$ cat src/rtl/phy_pkg.sv
// Shared definitions for the two-lane serial PHY (phy_tx / phy_rx).
// Holds the link defaults and the receive FSM state encoding.
package phy_pkg;

    localparam logic [7:0]  COMMA_DEFAULT    = 8'hBC;
    localparam int unsigned LOCK_CNT_DEFAULT = 4;
    localparam int unsigned ERR_CNT_DEFAULT  = 4;

    typedef enum logic [1:0] {
        StSearch = 2'd0,
        StLock   = 2'd1,
        StActive = 2'd2
    } phy_state_e;

endpackage

$ cat src/rtl/phy_rx_lane.sv
// One receive lane: 8-bit MSB-first shift register and the byte window it presents.
// byte_o includes the bit sampled at the current edge, so it is the complete byte at a boundary.
module phy_rx_lane
    import phy_pkg::*;
#(
    parameter logic [7:0] Comma = COMMA_DEFAULT
) (
    input  logic       clk_i,
    input  logic       reset_i,
    input  logic       bit_i,
    output logic [7:0] byte_o,
    output logic       comma_o
);

    logic [7:0] shift_q;
    logic [7:0] shift_d;

    always_comb begin
        shift_d = {shift_q[6:0], bit_i};
        byte_o  = shift_d;
        comma_o = (shift_d == Comma);
    end

    always_ff @(posedge clk_i) begin
        if (reset_i) begin
            shift_q <= 8'h00;
        end else begin
            shift_q <= shift_d;
        end
    end

endmodule

$ cat src/rtl/phy_rx.sv
// Two-lane serial receiver: comma alignment/lock FSM and 32-bit word reassembly.
// Lane 0 carries Data[31:16], lane 1 carries Data[15:0], high byte pair first.
module phy_rx
    import phy_pkg::*;
#(
    parameter logic [7:0]  COMMA    = COMMA_DEFAULT,
    parameter int unsigned LOCK_CNT = LOCK_CNT_DEFAULT,
    parameter int unsigned ERR_CNT  = ERR_CNT_DEFAULT
) (
    input  logic        clk_32f,
    input  logic        reset,
    input  logic        Data_in_1bit_0,
    input  logic        Data_in_1bit_1,
    output logic [31:0] Data_out,
    output logic        valid_out,
    output logic        active_out,
    output logic        err_out
);

    logic [7:0] byte0, byte1;
    logic       comma0, comma1;

    phy_rx_lane #(.Comma(COMMA)) u_lane0 (
        .clk_i   (clk_32f),
        .reset_i (reset),
        .bit_i   (Data_in_1bit_0),
        .byte_o  (byte0),
        .comma_o (comma0)
    );

    phy_rx_lane #(.Comma(COMMA)) u_lane1 (
        .clk_i   (clk_32f),
        .reset_i (reset),
        .bit_i   (Data_in_1bit_1),
        .byte_o  (byte1),
        .comma_o (comma1)
    );

    phy_state_e  state_q, state_d;
    logic [2:0]  bit_cnt_q, bit_cnt_d;
    logic [7:0]  comma_cnt_q, comma_cnt_d;
    logic [7:0]  err_cnt_q, err_cnt_d;
    logic        phase_q, phase_d;
    logic [31:0] word_q, word_d;
    logic        pend_q, pend_d;
    logic [31:0] data_out_q;
    logic        valid_q, active_q, err_q, err_d;
    logic        boundary, both_comma, none_comma;

    always_comb begin
        state_d     = state_q;
        bit_cnt_d   = bit_cnt_q + 3'd1;
        comma_cnt_d = comma_cnt_q;
        err_cnt_d   = err_cnt_q;
        phase_d     = phase_q;
        word_d      = word_q;
        pend_d      = 1'b0;
        err_d       = 1'b0;
        boundary    = (bit_cnt_q == 3'd7);
        both_comma  = comma0 & comma1;
        none_comma  = ~comma0 & ~comma1;

        unique case (state_q)
            StSearch: begin
                // Bit-level hunt: a comma on both lanes defines the byte boundary.
                if (both_comma) begin
                    bit_cnt_d   = 3'd0;
                    comma_cnt_d = 8'd1;
                    state_d     = StLock;
                end
            end
            StLock: begin
                if (boundary) begin
                    if (both_comma) begin
                        comma_cnt_d = comma_cnt_q + 8'd1;
                        if (comma_cnt_d == 8'(LOCK_CNT)) begin
                            state_d     = StActive;
                            comma_cnt_d = 8'd0;
                            err_cnt_d   = 8'd0;
                            phase_d     = 1'b0;
                        end
                    end else begin
                        state_d     = StSearch;
                        comma_cnt_d = 8'd0;
                    end
                end
            end
            StActive: begin
                if (boundary) begin
                    if (both_comma) begin
                        phase_d   = 1'b0;
                        err_cnt_d = 8'd0;
                    end else if (none_comma) begin
                        err_cnt_d = 8'd0;
                        if (!phase_q) begin
                            word_d[31:24] = byte0;
                            word_d[15:8]  = byte1;
                            phase_d       = 1'b1;
                        end else begin
                            word_d[23:16] = byte0;
                            word_d[7:0]   = byte1;
                            phase_d       = 1'b0;
                            pend_d        = 1'b1;
                        end
                    end else begin
                        // Lane mismatch: drop any half-assembled word.
                        err_d     = 1'b1;
                        phase_d   = 1'b0;
                        err_cnt_d = err_cnt_q + 8'd1;
                        if (err_cnt_d == 8'(ERR_CNT)) begin
                            state_d   = StSearch;
                            err_cnt_d = 8'd0;
                        end
                    end
                end
            end
            default: state_d = StSearch;
        endcase
    end

    always_ff @(posedge clk_32f) begin
        if (reset) begin
            state_q     <= StSearch;
            bit_cnt_q   <= 3'd0;
            comma_cnt_q <= 8'd0;
            err_cnt_q   <= 8'd0;
            phase_q     <= 1'b0;
            word_q      <= 32'h0;
            pend_q      <= 1'b0;
            data_out_q  <= 32'h0;
            valid_q     <= 1'b0;
            active_q    <= 1'b0;
            err_q       <= 1'b0;
        end else begin
            state_q     <= state_d;
            bit_cnt_q   <= bit_cnt_d;
            comma_cnt_q <= comma_cnt_d;
            err_cnt_q   <= err_cnt_d;
            phase_q     <= phase_d;
            word_q      <= word_d;
            pend_q      <= pend_d;
            if (pend_q) begin
                data_out_q <= word_q;
            end
            valid_q     <= pend_q;
            active_q    <= (state_q == StActive);
            err_q       <= err_d;
        end
    end

    assign Data_out   = data_out_q;
    assign valid_out  = valid_q;
    assign active_out = active_q;
    assign err_out    = err_q;

endmodule

$ cat config.mk
export PLATFORM = sky130hd
export DESIGN_NAME = phy_rx
export DESIGN_NICKNAME = d
export VERILOG_FILES = /design/src/rtl/phy_pkg.sv /design/src/rtl/phy_rx_lane.sv /design/src/rtl/phy_rx.sv
export SDC_FILE = /design/constraint.sdc
export NUM_CORES = 1
export LEC_CHECK = 0
export CAP_MARGIN = 15
export CORE_MARGIN = 5
export CORE_UTILIZATION = 50
export DETAILED_ROUTE_END_ITERATION = 8
export PLACE_DENSITY = 0.69
export SLEW_MARGIN = 10
export SYNTH_ARGS = -nofsm -noshare
export SYNTH_HDL_FRONTEND = slang
export SYNTH_HIERARCHICAL = 1
export SYNTH_SLANG_ARGS = --single-unit
$ cat constraint.sdc
create_clock -name clk_32f -period 6.15 [get_ports clk_32f]
set_clock_uncertainty 0.2 [all_clocks]
set_input_delay 1.845 -clock clk_32f [delete_from_list [all_inputs] [get_ports clk_32f]]
set_output_delay 1.845 -clock clk_32f [all_outputs]
set_load 0.005 [all_outputs]
==> flow_metrics.py <==
metrics = {
    "status": {
        "status": "complete, no violations",
    },
    "drt": {
        "post_drt_wl_per_cell_um": 13.8,
        "drt-initial-drc-count": 116,
        "wl_um": 7520,
        "first_pass_iters": 4,
        "vias": 2873,
        "drc": 0,
        "ant_nets": 0,
        "vias_per_cell": 5.26,
    },
    "yosys": {
        "synth_fa_ha_area_share_pct": 1.25,
        "synth_nets": 421,
        "synth_ff_type": "dfxtp_1",
        "yosys.area_share.simple_pct": 21.7,
        "synth_cells": 413,
        "synth.yosys.seq_area_share_pct": 52.0,
        "synthArstFlopShare_pct": 0,
        "ys_seq_elements": 104,
        "syn-cell-area_sq_um": 4010,
        "synth_xor_area_share_pct": 0.219,
        "synth_edf_count": 0,
        "synth_top_family_by_area": "simple AND/OR/NAND/NOR gates",
        "muxShareOfSynthArea_pct": 12.0,
        "syn_area_per_cell_sq_um": 9.70,
        "synth_top_area_share_pct": 52.0,
        "synth_top_cell_by_area": "dfxtp_1",
        "yosys-top-cells-area": "dfxtp_1, mux2i_1, nor2_1",
        "synth_compound_area_share_pct": 8.34,
        "ys_types": 48,
        "ys_warn_count": 6,
        "yosysMostFrequentCell": "dfxtp_1",
        "synthTopCellsByCount": "dfxtp_1, nor2_1, mux2i_1",
    },
    "hold_path": {
        "hold_depth": 1,
        "min_from": "bit_cnt_q[0]",
        "hp-class": "reg -> reg",
        "hold_end": "bit_cnt_q[0]",
    },
    "sta": {
        "rsz0062_at_grt": "no",
        "slew_headroom_pct": 32.3,
        "fin_crit_ns": 4.33,
        "setup_violations": 0,
        "hold_viol": 0,
        "fin_ws_ns": 1.82,
        "fmax_ghz": 0.231,
        "final.setup.tns_ns": 0,
        "tightest_slew_ns": 1.02,
        "slew_viol_final": 0,
        "finalCritPeriodShare_pct": 70.5,
    },
    "run": {
        "cap_violations": 0,
    },
    "setup_path": {
        "r2r_cells": 6,
        "path_cells": "clkdlybuf4s50_1 > nor4_2 > nand3b_1 > nand4bb_1 > a22oi_1 > o22ai_1",
        "start_kind": "primary input",
        "rr_endpoint": "err_cnt_q[6]",
        "slowest_delay_ns": 0.76,
        "path_class": "in -> reg",
        "crit_start": "Data_in_1bit_1",
        "r2r_start": "u_lane1/shift_q[5]",
        "critical_path_arrival_ns": 4.38,
        "critical_path.max_fanout": 8,
        "cp-end-kind": "flop",
        "reg2reg_slack_ns": 3.28,
        "required_ns": 6.20,
        "cpMaxStageDelayCell": "nor4_2",
    },
    "power_and_ir_drop": {
        "p_clk_share_pct": 40.8,
        "comb_power_share_pct": 1.5,
        "irDropWorstVdd_mv": 0.137,
        "pwr_density_cell_nw_per_um2": 255,
        "pwr-share-seq_pct": 57.6,
        "p_leak_uw": 0.00154,
        "internal-power_uw": 936,
        "power_uw": 1180,
        "p_sw_share_pct": 20.6,
        "p_switching_uw": 243,
    },
    "die": {
        "coreArea_sq_um": 7770,
        "dieArea_sq_um": 9900,
        "die_height_um": 99.5,
        "io_pins": 39,
        "die_x_um": 99.5,
        "initial_core_util_pct": 51.6,
        "rows": 32,
    },
    "cts": {
        "clk_pin_slew_worst_paths_ns": 0.09,
        "cts_buffer_depth": 2,
        "cts_made_buffers": 9,
        "insertion_delay_ns": 0.36,
        "postCtsSetupRepairBufs": 0,
        "cts_tree": "yes",
        "clock-root-buffer": "clkbuf_8",
        "clock_sinks": 104,
        "hold_buffers": 0,
        "htree_levels": 3,
        "cts_resized": 0,
    },
    "final_layout": {
        "nets": 447,
        "synthToLayoutAreaGrowth_pct": 15.5,
        "fin_util_pct": 59.6,
        "seq_area_sq_um": 2080,
        "drive_gt1_share_pct": 7.43,
        "multi_input_area_sq_um": 1750,
        "finalInstanceArea_sq_um": 4630,
        "num_antenna_cells": 0,
        "n_fill_cell": 694,
    },
    "placed_design": {
        "pre_cts_slack_ns": 1.42,
        "place_area_sq_um": 4390,
        "dp_hpwl_um": 4960,
        "gp_congestion": 0.827,
        "io_buffer_count": 38,
    },
    "grt": {
        "grt_max_degree": 47,
        "gr-total-overflow": 0,
        "antenna_found_initial": 0,
        "grt_util_all_layers_pct": 16.2,
        "grt_pass1_wl_um": 13200,
        "grt_pass1_vias": 2779,
    },
}
## flip-flops by register name, indices dropped and copies added (netlist names)
signal,flops
err_cnt_q,8
Data_out,32
active_out,1
word_q,32
u_lane0/shift_q,7
err_out,1
pend_q,1
valid_out,1
state_q,2
phase_q,1
u_lane1/shift_q,7
bit_cnt_q,3
comma_cnt_q,8
## worst max-delay path, delay by kind of cell
family / cells / cell delay [ns]
compound gates: 2 / 0.41
buf+inv: 1 / 0.47
simple gates: 3 / 1.64
## layer usage
| layer | track usage (%) | up-vias | wire (um) |
|---|---|---|---|
| met3 | 4.00 | 8 | 282 |
| li1 | - | 1467 | - |
| met4 | 5.46 | 0 | 95 |
| met2 | 24.3 | 52 | 3420 |
| met1 | 22.7 | 1346 | 3730 |
| met5 | 0 | - | 0 |
## how the worst max path moves through the flow
stage                     slack [ns]            to
after floorplan                 2.76  err_cnt_q[6]
after global placement          1.48  err_cnt_q[6]
after detailed placement        1.42  err_cnt_q[6]
after CTS                       1.79  err_cnt_q[6]
after global routing            1.55  err_cnt_q[6]
final                           1.82  err_cnt_q[6]
## layout make-up
type | instances | area share (%)
well taps | 102 | 2.76
repair buffers | 42 | 8.76
clock buffers | 11 | 3.27
inverters | 6 | 0.487
flip-flops and latches | 104 | 45.0
clock inverters | 5 | 1.84
multi-input cells | 276 | 37.8
## kinds of logic after synthesis
kind of cell             Yosys count
AO/OA/AOI/OAI                     54
XOR/XNOR                           1
adder cells (fa/ha/maj)            4
buffers and inverters             33
flip-flops                       104
multiplexers                      48
AND/OR/NAND/NOR                  169
## stage by stage
step / hold WS [ns] / std cells
after floorplan: 0.208 / 413
after global routing: 0.285 / 546
after detailed placement: 0.241 / 530
after global placement: 0.220 / 530
final: 0.260 / 546
after CTS: 0.259 / 546
## power by group through the flow
stage	Clock, uW	Combinational (uW)	Sequential [uW]
after floorplan	0	12.8	694
after global placement	0	17.8	695
after detailed placement	0	18.4	695
after CTS	494	18.3	680
after global routing	524	20.5	680
final	481	17.9	680
## placed cells by master (no fill, tap or decap), types with 4 or more instances in the layout
master	instances
dfxtp_1	103
nand2_1	41
a31oi_1	4
nand3_1	12
a21oi_1	27
clkdlybuf4s50_1	37
nand3b_1	6
nor3_1	8
inv_1	6
a211oi_1	5
buf_4	4
mux2i_1	48
nor2b_1	13
ha_1	4
clkbuf_8	11
nor2_1	60
nand2b_1	4
Note: power is estimated with default switching activity, not from simulation.
